**src/rtl/instr_fetch_unit.sv**
```systemverilog
`default_nettype none
// ----------------------------------------------------------------------------
// instr_fetch_unit
// IF stage: holds the PC, fetches instructions over a req/ack memory
// handshake and feeds the IF/ID register through a one-entry output buffer.
// Honours stalls and branch/jump redirects (redirect has highest priority).
// Optional feature macro: FETCH_PERF_CNT_EN adds FetchCount_40/StallCount_40.
// Revision: 1.0
// ----------------------------------------------------------------------------
module instr_fetch_unit #(
  parameter logic [31:0] RESET_PC = 32'h0000_0000
) (
  input  logic        Clk_40,
  input  logic        Rst_n_40,
  input  logic        Stall_40,
  input  logic        Redirect_40,
  input  logic [31:0] RedirectPC_40,
  output logic        ImemReq_40,
  output logic [31:0] ImemAddr_40,
  input  logic        ImemAck_40,
  input  logic [31:0] ImemData_40,
  output logic [31:0] instruction_out_40,
  output logic [31:0] PCNow_out_40,
  output logic [31:0] PCNext4_out_40,
  output logic        Write_40,
  output logic        Flush_40
`ifdef FETCH_PERF_CNT_EN
  ,
  output logic [31:0] FetchCount_40,
  output logic [31:0] StallCount_40
`endif
);

  typedef enum logic [1:0] {
    ST_IDLE  = 2'd0,
    ST_FETCH = 2'd1,
    ST_DROP  = 2'd2
  } state_t;

  state_t      state;
  state_t      state_nxt;
  logic [31:0] pc;
  logic [31:0] pc_plus4;
  logic [31:0] req_addr;     // address of the request currently on the bus
  logic        pending;      // FETCH request issued, not yet acknowledged
  logic        out_valid;
  logic [31:0] instr_q;
  logic [31:0] pc_now_q;
  logic [31:0] pc_next4_q;
  logic        flush_q;
  logic        write_en;
  logic        can_req;
  logic        req;
  logic [31:0] addr;
  logic        accept;

  assign pc_plus4 = pc + 32'd4;   // wraps mod 2^32 naturally
  assign write_en = out_valid & ~Stall_40;
  // A new fetch may start only if the buffer will have room at the next edge
  assign can_req  = ~out_valid | write_en;
  // Ack data is taken only in FETCH and only when no redirect overrides it
  assign accept   = (state == ST_FETCH) & req & ImemAck_40 & ~Redirect_40;

  // Next-state and memory request decode
  always_comb begin
    state_nxt = state;
    req       = 1'b0;
    addr      = pc;
    case (state)
      ST_IDLE: state_nxt = ST_FETCH;
      ST_FETCH: begin
        // Once issued, a request is held until acknowledged, stall or not
        req = pending | can_req;
      end
      ST_DROP: begin
        // Finish the stale request on its original address, then discard it
        req  = 1'b1;
        addr = req_addr;
        if (ImemAck_40) state_nxt = ST_FETCH;
      end
      default: state_nxt = ST_IDLE;
    endcase
    if (Redirect_40) begin
      state_nxt = (req & ~ImemAck_40) ? ST_DROP : ST_FETCH;
    end
  end

  // State register
  always_ff @(posedge Clk_40 or negedge Rst_n_40) begin
    if (!Rst_n_40) state <= ST_IDLE;
    else           state <= state_nxt;
  end

  // PC, outstanding-request tracking and stale-address capture
  always_ff @(posedge Clk_40 or negedge Rst_n_40) begin
    if (!Rst_n_40) begin
      pc       <= RESET_PC;
      pending  <= 1'b0;
      req_addr <= 32'h0;
    end else begin
      if (Redirect_40)  pc <= RedirectPC_40 & ~32'h3;
      else if (accept)  pc <= pc_plus4;

      if (Redirect_40 || state != ST_FETCH) pending <= 1'b0;
      else                                  pending <= req & ~ImemAck_40;

      if (state == ST_FETCH && req) req_addr <= pc;
    end
  end

  // One-entry output buffer towards IF/ID
  always_ff @(posedge Clk_40 or negedge Rst_n_40) begin
    if (!Rst_n_40) begin
      out_valid  <= 1'b0;
      instr_q    <= 32'h0;
      pc_now_q   <= 32'h0;
      pc_next4_q <= 32'h0;
    end else begin
      if (Redirect_40)   out_valid <= 1'b0;
      else if (accept)   out_valid <= 1'b1;
      else if (write_en) out_valid <= 1'b0;

      if (accept) begin
        instr_q    <= ImemData_40;
        pc_now_q   <= pc;
        pc_next4_q <= pc_plus4;
      end
    end
  end

  // Single-cycle flush pulse following every redirect
  always_ff @(posedge Clk_40 or negedge Rst_n_40) begin
    if (!Rst_n_40) flush_q <= 1'b0;
    else           flush_q <= Redirect_40;
  end

`ifdef FETCH_PERF_CNT_EN
  logic [31:0] fetch_cnt;
  logic [31:0] stall_cnt;

  // Free-running performance counters; redirects do not clear them
  always_ff @(posedge Clk_40 or negedge Rst_n_40) begin
    if (!Rst_n_40) begin
      fetch_cnt <= 32'h0;
      stall_cnt <= 32'h0;
    end else begin
      if (write_en)              fetch_cnt <= fetch_cnt + 32'd1;
      if (out_valid && Stall_40) stall_cnt <= stall_cnt + 32'd1;
    end
  end

  assign FetchCount_40 = fetch_cnt;
  assign StallCount_40 = stall_cnt;
`endif

  assign ImemReq_40         = req;
  assign ImemAddr_40        = addr;
  assign instruction_out_40 = instr_q;
  assign PCNow_out_40       = pc_now_q;
  assign PCNext4_out_40     = pc_next4_q;
  assign Write_40           = write_en;
  assign Flush_40           = flush_q;

endmodule
`default_nettype wire
```
**config.mk**
```make
export PLATFORM = sky130hd
export DESIGN_NAME = instr_fetch_unit
export DESIGN_NICKNAME = d
export VERILOG_FILES = /design/src/rtl/instr_fetch_unit.sv
export SDC_FILE = /design/constraint.sdc
export NUM_CORES = 1
export LEC_CHECK = 0
export CAP_MARGIN = 20
export CORE_MARGIN = 10
export CORE_UTILIZATION = 45
export CTS_BUF_LIST = sky130_fd_sc_hd__clkbuf_8 sky130_fd_sc_hd__clkbuf_16
export CTS_CLUSTER_SIZE = 24
export DETAILED_ROUTE_END_ITERATION = 8
export PLACE_DENSITY_LB_ADDON = 0.2
export SLEW_MARGIN = 20
export SYNTH_ARGS = -nofsm -noshare
export SYNTH_HDL_FRONTEND = slang
export SYNTH_SLANG_ARGS = --single-unit
```
**constraint.sdc**
```tcl
create_clock -name Clk_40 -period 2.85 [get_ports Clk_40]
set_input_delay 0.285 -clock Clk_40 [delete_from_list [all_inputs] [get_ports Clk_40]]
set_output_delay 0.285 -clock Clk_40 [all_outputs]
set_load 0.05 [all_outputs]
```
==> results.rst, run 1 <==
.. list-table::
   :header-rows: 1

   * - Metric
     - Value
   * - Signed area change from the synthesized netlist to the final layout
     - 35.2%
   * - Die area
     - 21900 um2
   * - Final setup violation count
     - 0
   * - Pin count of the biggest net entering global routing
     - 72
   * - Total Routing Usage GR
     - 18.5%
   * - Final worst-path cycle share
     - 86.8%
   * - Clock buffer count from CTS
     - 17
   * - Total placed instance area
     - 9320 um2
   * - Cell area power density
     - 1220 nW/um2
   * - DRC violations left
     - 0
   * - Number of global-route vias before repair
     - 5857
   * - Vertical die dimension
     - 148 um
   * - Number of antenna violations at the first check in global routing
     - 0
   * - Dpl cells
     - 1121
   * - Number of synthesized flops with an enable pin
     - 0
   * - Maximum level of the CTS H-tree
     - 4
   * - Classification of the worst setup path
     - flip-flop to primary output
   * - Number of cells produced by synthesis
     - 757
   * - Synth warnings
     - 0
   * - Via density per instance
     - 4.96
   * - Average wire per standard cell
     - 17.4 um
   * - Worst supply voltage drop on vdd
     - 613 uV
   * - Initial standard-cell utilization of the core
     - 46.2%
   * - Resize count post-CTS
     - 0
   * - Number of antenna repair diodes
     - 0
   * - CP endpoint kind
     - primary output
   * - Number of top-level pins
     - 200
   * - Number of antenna-violating nets in the routed design
     - 0
   * - Final weighted congestion of routability-driven global placement
     - 0.756
   * - Data arrival at the endpoint of the critical path
     - 2.19 ns
   * - Setup repair after global routing missed its margin
     - no
   * - Number of endpoints with negative hold slack in the final report
     - 0
   * - Final max-slew violation count
     - 0
   * - First-pass detailed-route iteration total
     - 4
   * - Commonest non-fill, non-tap cells in the layout
     - sky130_fd_sc_hd__nand2_1 (271), sky130_fd_sc_hd__clkdlybuf4s50_1 (158), sky130_fd_sc_hd__dfrtp_1 (157)
   * - Final Power
     - 0.0121 W
   * - Accumulated negative setup slack
     - 0 ns
   * - Maximum clock skew at final layout
     - 0.0101 ns
   * - Number of standard cells in the layout, taps in and fillers out
     - 1152
   * - Minimum period implied by the final worst setup slack
     - 2.47 ns
   * - Number of I/O port buffers
     - 191
   * - Final core utilization
     - 62.5%
   * - Setup Fix Bufs, Post-CTS
     - 0
   * - Worst-case clock buffer depth
     - 2
   * - Worst Hold Class
     - input port to flip-flop
   * - Final design area excluding fillers
     - 9970 um2
   * - Setup crit start kind
     - flip-flop
   * - Slew HR
     - 50.6%
   * - Maximum clock frequency
     - 404 MHz
   * - Synth async-reset ratio
     - 100%
   * - Outcome
     - finished clean
   * - Transition time at the pin with the least slew margin
     - 0.735 ns
   * - Fraction of final layout cells with drive strength greater than 1
     - 15.7%
   * - LEAKAGE
     - 4.52 nW
   * - Number of DRC markers in iteration 0
     - 290
   * - GR Overflow Total
     - 0
   * - Later-pin clock latency in the skew report
     - 0.43 ns
   * - Max-capacitance violation count
     - 0
   * - Part of the Yosys area used for sequential elements
     - 53.3%
   * - Cell at the root of the clock tree
     - sky130_fd_sc_hd__clkbuf_16
   * - Clock tree from TritonCTS
     - built
   * - Top flip-flop cell by instance count after synthesis
     - sky130_fd_sc_hd__dfrtp_1
   * - Total routed wirelength
     - 20000 um
   * - Placed wire-length estimate
     - 13600 um
   * - Register bit count reported by yosys
     - 157
   * - Commonest non-fill, non-tap cell in the layout
     - sky130_fd_sc_hd__nand2_1
   * - Die boundary width
     - 148 um
   * - Global-route wire length before repair
     - 32400 um
   * - Post-Syn Area per Cell
     - 9.74 um2
   * - Max Fanout on Critical Path
     - 35
   * - Clock-pin slew on the worst setup and hold paths
     - 0.06 ns
   * - Net count reported at finish
     - 998
   * - Vias
     - 5715
   * - Data required time at the worst endpoint
     - 2.57 ns
   * - Core footprint
     - 15900 um2
   * - Count of unique library cells instantiated by Yosys
     - 39
   * - Netlist Area Pre-Place
     - 7370 um2
   * - Placement Rows
     - 46
   * - Num Clock Sinks
     - 157
==> state kept, by name, indices dropped and copies added, names as in the netlist <==
signal,flops
PCNow_out_40,30
pending,1
out_valid,1
Flush_40,1
instruction_out_40,32
pc,30
req_addr,30
state,2
PCNext4_out_40,30
==> synth_stat cells (2+ instances only) <==
master                     number  area (um2)
sky130_fd_sc_hd__a21oi_1        2        10.0
sky130_fd_sc_hd__o21ai_0       50         250
sky130_fd_sc_hd__nand2_1      271        1020
sky130_fd_sc_hd__ha_1           4        50.1
sky130_fd_sc_hd__mux2_2        59         664
sky130_fd_sc_hd__nor2_2         2        12.5
sky130_fd_sc_hd__xor2_1        43         377
sky130_fd_sc_hd__nor4_4         3        63.8
sky130_fd_sc_hd__and4_1         4        35.0
sky130_fd_sc_hd__buf_4         14         105
sky130_fd_sc_hd__and3_1         5        31.3
sky130_fd_sc_hd__nand3_1       20         100
sky130_fd_sc_hd__dfrtp_1      157        3930
sky130_fd_sc_hd__buf_2         22         110
sky130_fd_sc_hd__nor4_1         3        18.8
sky130_fd_sc_hd__or2_2          2        12.5
sky130_fd_sc_hd__clkbuf_2       3        15.0
sky130_fd_sc_hd__and2_1         2        12.5
sky130_fd_sc_hd__nor3_1         4        20.0
sky130_fd_sc_hd__inv_1          5        18.8
sky130_fd_sc_hd__nand4_4        2        42.5
sky130_fd_sc_hd__nand4_1       10        62.6
sky130_fd_sc_hd__xnor2_1       14         123
sky130_fd_sc_hd__clkbuf_1      22        82.6
sky130_fd_sc_hd__buf_6          2        22.5
sky130_fd_sc_hd__nor2_1         7        26.3
sky130_fd_sc_hd__o21ai_1       13        65.1
==> what timing repair did <==
action,in CTS,in global routing
hold buffers,1,0
hold endpoints to repair,69,0
endpoints found under the setup margin,0,0
==> worst max-delay path: stages, from the launching register on <==
cell and delay [ns]:
sky130_fd_sc_hd__dfrtp_1 0.40, sky130_fd_sc_hd__inv_1 0.12, sky130_fd_sc_hd__ha_2 0.18, sky130_fd_sc_hd__buf_4 0.45, sky130_fd_sc_hd__mux2_2 0.42, sky130_fd_sc_hd__buf_4 0.20
==> cell families (layout without fill, tap and decap cells) <==
logic type	after synthesis	in the layout	share of synthesized area, %
flip-flops	157	157	53.3
AND/OR/NAND/NOR	341	341	20.5
other	1	6	0.0509
buffers and inverters	69	243	4.85
XOR/XNOR	57	57	6.77
multiplexers	60	60	9.15
adder cells (fa/ha/maj)	4	4	0.679
AO/OA/AOI/OAI	68	68	4.72
==> final timing paths <==
| check | from | end | slack (ns) | depth (start not counted) |
|---|---|---|---|---|
| min in group asynchronous | Rst_n_40 | instruction_out_40[10]$_DFFE_PN0P_ | 0.45 | 2 |
| worst max-delay path | state[0]$_DFFE_PN0P_ | ImemAddr_40[31] | 0.38 | 5 |
| worst max register to register | state[1]$_DFFE_PN0P_ | instruction_out_40[18]$_DFFE_PN0P_ | 0.58 | 8 |
| worst min register to register | instruction_out_40[10]$_DFFE_PN0P_ | instruction_out_40[10]$_DFFE_PN0P_ | 0.47 | 2 |
| max in group asynchronous | Rst_n_40 | pc[21]$_DFFE_PN0P_ | 1.52 | 3 |
| worst min-delay path | ImemData_40[20] | instruction_out_40[20]$_DFFE_PN0P_ | 0.38 | 3 |
==> routing by layer <==
metal,GRT usage [%],share of wire [%]
met5,0,0
met4,5.90,1.2
met3,5.22,6.1
met2,30.4,49
met1,23.1,44
==> through the flow <==
step                      setup slack (ns)  hold WS (ns)
final                                0.377         0.379
after global routing                 0.255         0.394
after floorplan                      0.481       -0.0106
after global placement               0.620         0.356
after detailed placement             0.569         0.366
after CTS                            0.331         0.368
==> where the power goes <==
part,internal [W],leakage [nW],total (W),switching (W)
clock,0.00160,0.323,0.00247,0.000865
sequential,0.00309,1.96,0.00359,0.000499
combinational,0.00210,2.24,0.00607,0.00397
total,0.00679,4.52,0.0121,0.00534
==> cell type report <==
type / instances / area (um2)
flip-flops and latches: 157 / 3930
inverters: 5 / 18.8
clock inverters: 10 / 173
multi-input cells: 536 / 3120
clock buffers: 20 / 467
fillers: 1345 / 5980
repair buffers: 208 / 1990
well taps: 216 / 270
Note: power is estimated with default switching activity, not from simulation.
==> run 2: changes to the inputs <==
--- a/config.mk
+++ b/config.mk
@@ -11,6 +11,7 @@
 export CTS_BUF_LIST = sky130_fd_sc_hd__clkbuf_8 sky130_fd_sc_hd__clkbuf_16
 export CTS_CLUSTER_SIZE = 24
 export DETAILED_ROUTE_END_ITERATION = 8
+export MAX_ROUTING_LAYER = met4
 export PLACE_DENSITY_LB_ADDON = 0.2
 export SLEW_MARGIN = 20
 export SYNTH_ARGS = -nofsm -noshare
==> results.rst, run 2 (synthesis gave the netlist of run 1 again) <==
.. list-table::
   :header-rows: 1

   * - Metric
     - Value
   * - Setup repair after global routing missed its margin
     - no (unchanged)
   * - CP Cell Sequence
     - inv_1 -> ha_2 -> buf_4 -> mux2_2 -> buf_4 (unchanged)
   * - Clock tree from TritonCTS
     - built (unchanged)
   * - Core footprint
     - 15900 um2 (unchanged)
   * - Final setup violation count
     - 0 (unchanged)
   * - Initial standard-cell utilization of the core
     - 46.2% (unchanged)
   * - Minimum period implied by the final worst setup slack
     - 2.49 ns (was 2.47 ns)
   * - Setup crit start kind
     - flip-flop (unchanged)
   * - Final weighted congestion of routability-driven global placement
     - 0.766 (was 0.756)
   * - Worst-case clock buffer depth
     - 2 (unchanged)
   * - Number of DRC markers in iteration 0
     - 262 (was 290)
   * - Data required time at the worst endpoint
     - 2.57 ns (about the same)
   * - Maximum level of the CTS H-tree
     - 4 (unchanged)
   * - Placement Rows
     - 46 (unchanged)
   * - Final max-slew violation count
     - 0 (unchanged)
   * - Die boundary width
     - 148 um (unchanged)
   * - Kind of cell adding the most delay to the critical path
     - buffers and inverters (unchanged)
   * - Via density per instance
     - 4.95 (was 4.96)
   * - Pin count of the biggest net entering global routing
     - 72 (unchanged)
   * - Vias
     - 5707 (was 5715)
   * - Die area
     - 21900 um2 (unchanged)
   * - Total routed wirelength
     - 20000 um (about the same)
   * - DRC violations left
     - 0 (unchanged)
   * - Worst Hold Slack
     - 0.380 ns (was 0.379 ns)
   * - Cell at the root of the clock tree
     - sky130_fd_sc_hd__clkbuf_16 (unchanged)
   * - Most common cell on crit path
     - sky130_fd_sc_hd__buf_4 (unchanged)
   * - Number of filler cells placed in the layout
     - 1345 (unchanged)
   * - Number of endpoints with negative hold slack in the final report
     - 0 (unchanged)
   * - Vertical die dimension
     - 148 um (unchanged)
   * - Total area of sequential cells
     - 3930 um2 (unchanged)
   * - Maximum clock skew at final layout
     - 0.0123 ns (was 0.0101 ns)
   * - Hold buffer count at cts
     - 1 (unchanged)
   * - Resize count post-CTS
     - 0 (unchanged)
   * - Number of antenna repair diodes
     - 0 (unchanged)
   * - Data arrival at the endpoint of the critical path
     - 2.21 ns (was 2.19 ns)
   * - Number of buffers and inverters on the critical path
     - 3 (unchanged)
   * - Max-capacitance violation count
     - 0 (unchanged)
   * - Standard cell with the maximum stage delay on the critical path
     - sky130_fd_sc_hd__buf_4 (unchanged)
   * - Number of top-level pins
     - 200 (unchanged)
   * - Cell area power density
     - 1220 nW/um2 (about the same)
   * - Number of antenna-violating nets in the routed design
     - 0 (unchanged)
   * - Net count reported at finish
     - 998 (unchanged)
   * - Total placed instance area
     - 9320 um2 (unchanged)
   * - Accumulated negative setup slack
     - 0 ns (unchanged)
   * - Fraction of final layout cells with drive strength greater than 1
     - 15.7% (unchanged)
   * - Outcome
     - finished clean (unchanged)
   * - Commonest non-fill, non-tap cell in the layout
     - sky130_fd_sc_hd__nand2_1 (unchanged)
   * - Worst Hold Class
     - input port to flip-flop (unchanged)
   * - Average wire per standard cell
     - 17.4 um (about the same)
   * - Placed wire-length estimate
     - 13600 um (unchanged)
   * - Commonest non-fill, non-tap cells in the layout
     - sky130_fd_sc_hd__nand2_1 (271), sky130_fd_sc_hd__clkdlybuf4s50_1 (158), sky130_fd_sc_hd__dfrtp_1 (157) (unchanged)
   * - Final design area excluding fillers
     - 9970 um2 (unchanged)
   * - Clock buffer count from CTS
     - 17 (unchanged)
   * - Global-route wire length before repair
     - 32400 um (unchanged)
   * - LEAKAGE
     - 4.52 nW (unchanged)
   * - Slew HR
     - 50.6% (about the same)
   * - Later-pin clock latency in the skew report
     - 0.43 ns (about the same)
   * - CP endpoint kind
     - primary output (unchanged)
   * - Final worst-path cycle share
     - 87.4% (was 86.8%)
   * - Signed area change from the synthesized netlist to the final layout
     - 35.2% (unchanged)
   * - Final Power
     - 0.0121 W (about the same)
   * - Maximum clock frequency
     - 402 MHz (was 404 MHz)
   * - Num Clock Sinks
     - 157 (unchanged)
   * - Transition time at the pin with the least slew margin
     - 0.736 ns (was 0.735 ns)
   * - Number of global-route vias before repair
     - 5861 (was 5857)
   * - Critical Path Max Stage Delay
     - 0.46 ns (was 0.45 ns)
   * - Total Routing Usage GR
     - 19.1% (was 18.5%)
   * - Setup Fix Bufs, Post-CTS
     - 0 (unchanged)
   * - Number of I/O port buffers
     - 191 (unchanged)
   * - Flip-flop count of the largest register after layout
     - 32 (unchanged)
   * - Number of antenna violations at the first check in global routing
     - 0 (unchanged)
   * - Worst reg-to-reg setup slack
     - 0.58 ns (about the same)
   * - GR Overflow Total
     - 0 (unchanged)
   * - Max Fanout on Critical Path
     - 35 (unchanged)
   * - Area taken by multi-input logic gates
     - 3120 um2 (unchanged)
   * - First-pass detailed-route iteration total
     - 4 (unchanged)
   * - Classification of the worst setup path
     - flip-flop to primary output (unchanged)
   * - Clock-pin slew on the worst setup and hold paths
     - 0.06 ns (about the same)
   * - Worst supply voltage drop on vdd
     - 615 uV (was 613 uV)
-- run 2: per-stage QoR --
step	setup slack, ns	std cells	util (%)
2_1_floorplan	0.481	762	-
3_3_place_gp	0.620	1121	58.4
3_5_place_dp	0.569	1121	58.4
4_1_cts	0.331	1152	62.5
5_1_grt	0.255	1152	62.5
6_report	0.360	1152	62.5
-- run 2: worst paths after layout --
kind	end	depth (start not counted)	startpoint
worst max-delay path	ImemAddr_40[31]	5	state[0]$_DFFE_PN0P_
worst min-delay path	instruction_out_40[20]$_DFFE_PN0P_	3	ImemData_40[20]
worst max register to register	instruction_out_40[18]$_DFFE_PN0P_	8	state[1]$_DFFE_PN0P_
worst min register to register	instruction_out_40[10]$_DFFE_PN0P_	2	instruction_out_40[10]$_DFFE_PN0P_
max in group asynchronous	pc[21]$_DFFE_PN0P_	3	Rst_n_40
min in group asynchronous	instruction_out_40[10]$_DFFE_PN0P_	2	Rst_n_40
-- run 2: final cells by class --
type / count / share of cell area, %
tap: 216 / 2.71
multi-input combinational: 536 / 31.3
sequential: 157 / 39.4
timing repair buffer: 208 / 19.9
clock buffer: 20 / 4.68
clock inverter: 10 / 1.73
inverter: 5 / 0.188
-- run 2: power by group --
part           internal, W  switching, W  leakage, nW
Sequential         0.00309      0.000499         1.96
Clock              0.00160      0.000866        0.323
Combinational      0.00210       0.00398         2.24
Total              0.00679       0.00534         4.52
-- run 2: metal layers --
layer / part of all wire (%) / track usage [%]
met3: 5.2 / 4.58
met2: 49 / 30.3
met4: 0.91 / 5.90
met5: 0 / -
met1: 45 / 23.7
-- run 2: worst min-delay path, stage by stage --
cell and delay, ns:
sky130_fd_sc_hd__clkdlybuf4s50_1 0.39, sky130_fd_sc_hd__nand2_1 0.05, sky130_fd_sc_hd__nand2_1 0.04
==> run 3: changes to the inputs <==
--- a/config.mk
+++ b/config.mk
@@ -7,10 +7,11 @@
 export LEC_CHECK = 0
 export CAP_MARGIN = 20
 export CORE_MARGIN = 10
-export CORE_UTILIZATION = 45
+export CORE_UTILIZATION = 30
 export CTS_BUF_LIST = sky130_fd_sc_hd__clkbuf_8 sky130_fd_sc_hd__clkbuf_16
 export CTS_CLUSTER_SIZE = 24
 export DETAILED_ROUTE_END_ITERATION = 8
+export DONT_BUFFER_PORTS = 1
 export MAX_ROUTING_LAYER = met4
 export PLACE_DENSITY_LB_ADDON = 0.2
 export SLEW_MARGIN = 20
==> results.rst, run 3 (synthesis gave the netlist of run 1 again) <==
.. list-table::
   :header-rows: 1

   * - Metric
     - Value
   * - Transition time at the pin with the least slew margin
     - 0.966 ns (was 0.736 ns)
   * - Number of antenna-violating nets in the routed design
     - 0 (unchanged)
   * - Die boundary width
     - 177 um (was 148 um)
   * - Number of top-level pins
     - 200 (unchanged)
   * - Core footprint
     - 24200 um2 (was 15900 um2)
   * - Via density per instance
     - 4.64 (was 4.95)
   * - Vertical die dimension
     - 177 um (was 148 um)
   * - Final weighted congestion of routability-driven global placement
     - 0.719 (was 0.766)
   * - Maximum clock frequency
     - 397 MHz (was 402 MHz)
   * - Setup crit start kind
     - flip-flop (unchanged)
   * - Vias
     - 5246 (was 5707)
   * - Violated checks
     - negative hold slack
   * - LEAKAGE
     - 3.97 nW (was 4.52 nW)
   * - Maximum clock skew at final layout
     - 0.00972 ns (was 0.0123 ns)
   * - Fraction of final layout cells with drive strength greater than 1
     - 14.7% (was 15.7%)
   * - Setup repair after global routing missed its margin
     - no (unchanged)
   * - Number of global-route vias before repair
     - 5495 (was 5861)
   * - Accumulated negative setup slack
     - 0 ns (unchanged)
   * - Number of antenna violations at the first check in global routing
     - 0 (unchanged)
   * - Commonest non-fill, non-tap cells in the layout
     - sky130_fd_sc_hd__nand2_1 (271), sky130_fd_sc_hd__dfrtp_1 (157), sky130_fd_sc_hd__dlygate4sd3_1 (62) (was sky130_fd_sc_hd__nand2_1 (271), sky130_fd_sc_hd__clkdlybuf4s50_1 (158), sky130_fd_sc_hd__dfrtp_1 (157))
   * - Number of DRC markers in iteration 0
     - 290 (was 262)
   * - Net count reported at finish
     - 867 (was 998)
   * - Clock-pin slew on the worst setup and hold paths
     - 0.07 ns (was 0.06 ns)
   * - GR Overflow Total
     - 0 (unchanged)
   * - Number of filler cells placed in the layout
     - 2462 (was 1345)
   * - Slew HR
     - 35.5% (was 50.6%)
   * - Flip-flop count of the largest register after layout
     - 32 (unchanged)
   * - Global-route wire length before repair
     - 33300 um (was 32400 um)
   * - Resize count post-CTS
     - 0 (unchanged)
   * - Maximum level of the CTS H-tree
     - 4 (unchanged)
   * - Data arrival at the endpoint of the critical path
     - 2.23 ns (was 2.21 ns)
   * - Data required time at the worst endpoint
     - 2.57 ns (about the same)
   * - Hold buffer count at cts
     - 63 (was 1)
   * - Clock tree from TritonCTS
     - built (unchanged)
   * - Cell at the root of the clock tree
     - sky130_fd_sc_hd__clkbuf_16 (unchanged)
   * - Number of I/O port buffers
     - 0 (was 191)
   * - Clock buffer count from CTS
     - 17 (unchanged)
   * - Die area
     - 31200 um2 (was 21900 um2)
   * - Setup Fix Bufs, Post-CTS
     - 0 (unchanged)
   * - Pin count of the biggest net entering global routing
     - 158 (was 72)
   * - Worst Hold Slack
     - -0.438 ns (was 0.380 ns)
   * - Outcome
     - finished with violations (was finished clean)
   * - Number of antenna repair diodes
     - 0 (unchanged)
   * - DRC violations left
     - 0 (unchanged)
   * - Number of endpoints with negative hold slack in the final report
     - 157 (was 0)
   * - Total routed wirelength
     - 21300 um (was 20000 um)
   * - Placement Rows
     - 57 (was 46)
   * - Dpl cells
     - 1036 (was 1121)
   * - Worst Hold Class
     - input port to asynchronous set/reset pin (was input port to flip-flop)
   * - Final max-slew violation count
     - 0 (unchanged)
   * - Num Clock Sinks
     - 157 (unchanged)
   * - Worst-case clock buffer depth
     - 2 (unchanged)
   * - Final setup violation count
     - 0 (unchanged)
   * - Final worst-path cycle share
     - 88.3% (was 87.4%)
   * - Commonest non-fill, non-tap cell in the layout
     - sky130_fd_sc_hd__nand2_1 (unchanged)
   * - Later-pin clock latency in the skew report
     - 0.41 ns (was 0.43 ns)
   * - Number of standard cells in the layout, taps in and fillers out
     - 1131 (was 1152)
   * - Max Fanout on Critical Path
     - 35 (unchanged)
   * - Average wire per standard cell
     - 18.8 um (was 17.4 um)
   * - Initial standard-cell utilization of the core
     - 30.4% (was 46.2%)
   * - Placed wire-length estimate
     - 13500 um (was 13600 um)
   * - Worst supply voltage drop on vdd
     - 512 uV (was 615 uV)
   * - Classification of the worst setup path
     - flip-flop to primary output (unchanged)
   * - First-pass detailed-route iteration total
     - 5 (was 4)
   * - CP endpoint kind
     - primary output (unchanged)
   * - Total Routing Usage GR
     - 13.9% (was 19.1%)
   * - Max-capacitance violation count
     - 0 (unchanged)
   * - Signed area change from the synthesized netlist to the final layout
     - 19.6% (was 35.2%)
   * - Minimum period implied by the final worst setup slack
     - 2.52 ns (was 2.49 ns)
   * - Cell area power density
     - 1200 nW/um2 (was 1220 nW/um2)
==> run 3: cell count changes in the layout (fill, tap and decap cells not counted), moves of 2 or more <==
| cell | delta |
|---|---|
| sky130_fd_sc_hd__dlygate4sd3_1 | +61 |
| sky130_fd_sc_hd__clkinv_4 | +2 |
| sky130_fd_sc_hd__clkdlybuf4s50_1 | -158 |
| sky130_fd_sc_hd__clkbuf_8 | -3 |
| sky130_fd_sc_hd__inv_6 | +6 |
| sky130_fd_sc_hd__bufinv_16 | -5 |
| sky130_fd_sc_hd__inv_1 | -4 |
| sky130_fd_sc_hd__buf_4 | -34 |
| sky130_fd_sc_hd__inv_8 | +3 |
| sky130_fd_sc_hd__clkinv_2 | +3 |
==> run 3: area by class of cell <==
type / instances / area [um2] / area share (%)
tap: 324 / 405 / 4.60
clock inverter: 15 / 126 / 1.43
multi-input combinational: 536 / 3120 / 35.4
inverter: 5 / 18.8 / 0.213
sequential: 157 / 3930 / 44.6
timing repair buffer: 77 / 791 / 8.97
clock buffer: 17 / 425 / 4.82
==> run 3: power breakdown <==
group          switching (W)  internal (W)  leakage (nW)
Sequential           0.00268       0.00305          1.96
Combinational        0.00161       0.00106          1.74
Clock                0.00103       0.00115         0.275
==> run 3: metrics by stage <==
stage / worst slack, ns / util [%] / area, um2 / power (W)
floorplan: 0.481 / - / 7390 / 0.00765
global placement: 0.676 / 31.4 / 7620 / 0.00838
detailed placement: 0.660 / 31.4 / 7620 / 0.00845
CTS: 0.231 / 36.4 / 8820 / 0.0108
global route: 0.146 / 36.4 / 8820 / 0.0112
finish: 0.333 / 36.4 / 8820 / 0.0106
==> run 3: worst paths after layout <==
kind / start / end / slack [ns] / cells past startpoint
worst max-delay path: state[0]$_DFFE_PN0P_ / ImemReq_40 / 0.33 / 5
worst min-delay path: Rst_n_40 / instruction_out_40[7]$_DFFE_PN0P_ / -0.44 / 0
worst max register to register: pc[2]$_DFFE_PN0P_ / pc[28]$_DFFE_PN0P_ / 0.68 / 7
worst min register to register: req_addr[22]$_DFFE_PN0P_ / req_addr[22]$_DFFE_PN0P_ / 0.50 / 1
max in group asynchronous: Rst_n_40 / pc[23]$_DFFE_PN0P_ / 3.07 / 0
min in group Clk_40: RedirectPC_40[9] / pc[9]$_DFFE_PN0P_ / 0.02 / 2
==> run 3: critical path: stages, from the launching register on <==
cell	delay (ns)
sky130_fd_sc_hd__dfrtp_1	0.40
sky130_fd_sc_hd__inv_1	0.11
sky130_fd_sc_hd__ha_2	0.18
sky130_fd_sc_hd__buf_4	0.47
sky130_fd_sc_hd__o21ai_0	0.27
sky130_fd_sc_hd__inv_1	0.38
==> run 3: metal layers <==
metal	up-vias	global-route usage [%]	part of all wire [%]
li1	2530	-	-
met1	2551	17.9	46
met2	152	21.2	46
met3	13	3.95	6.4
met4	0	3.61	1.5
met5	-	-	0
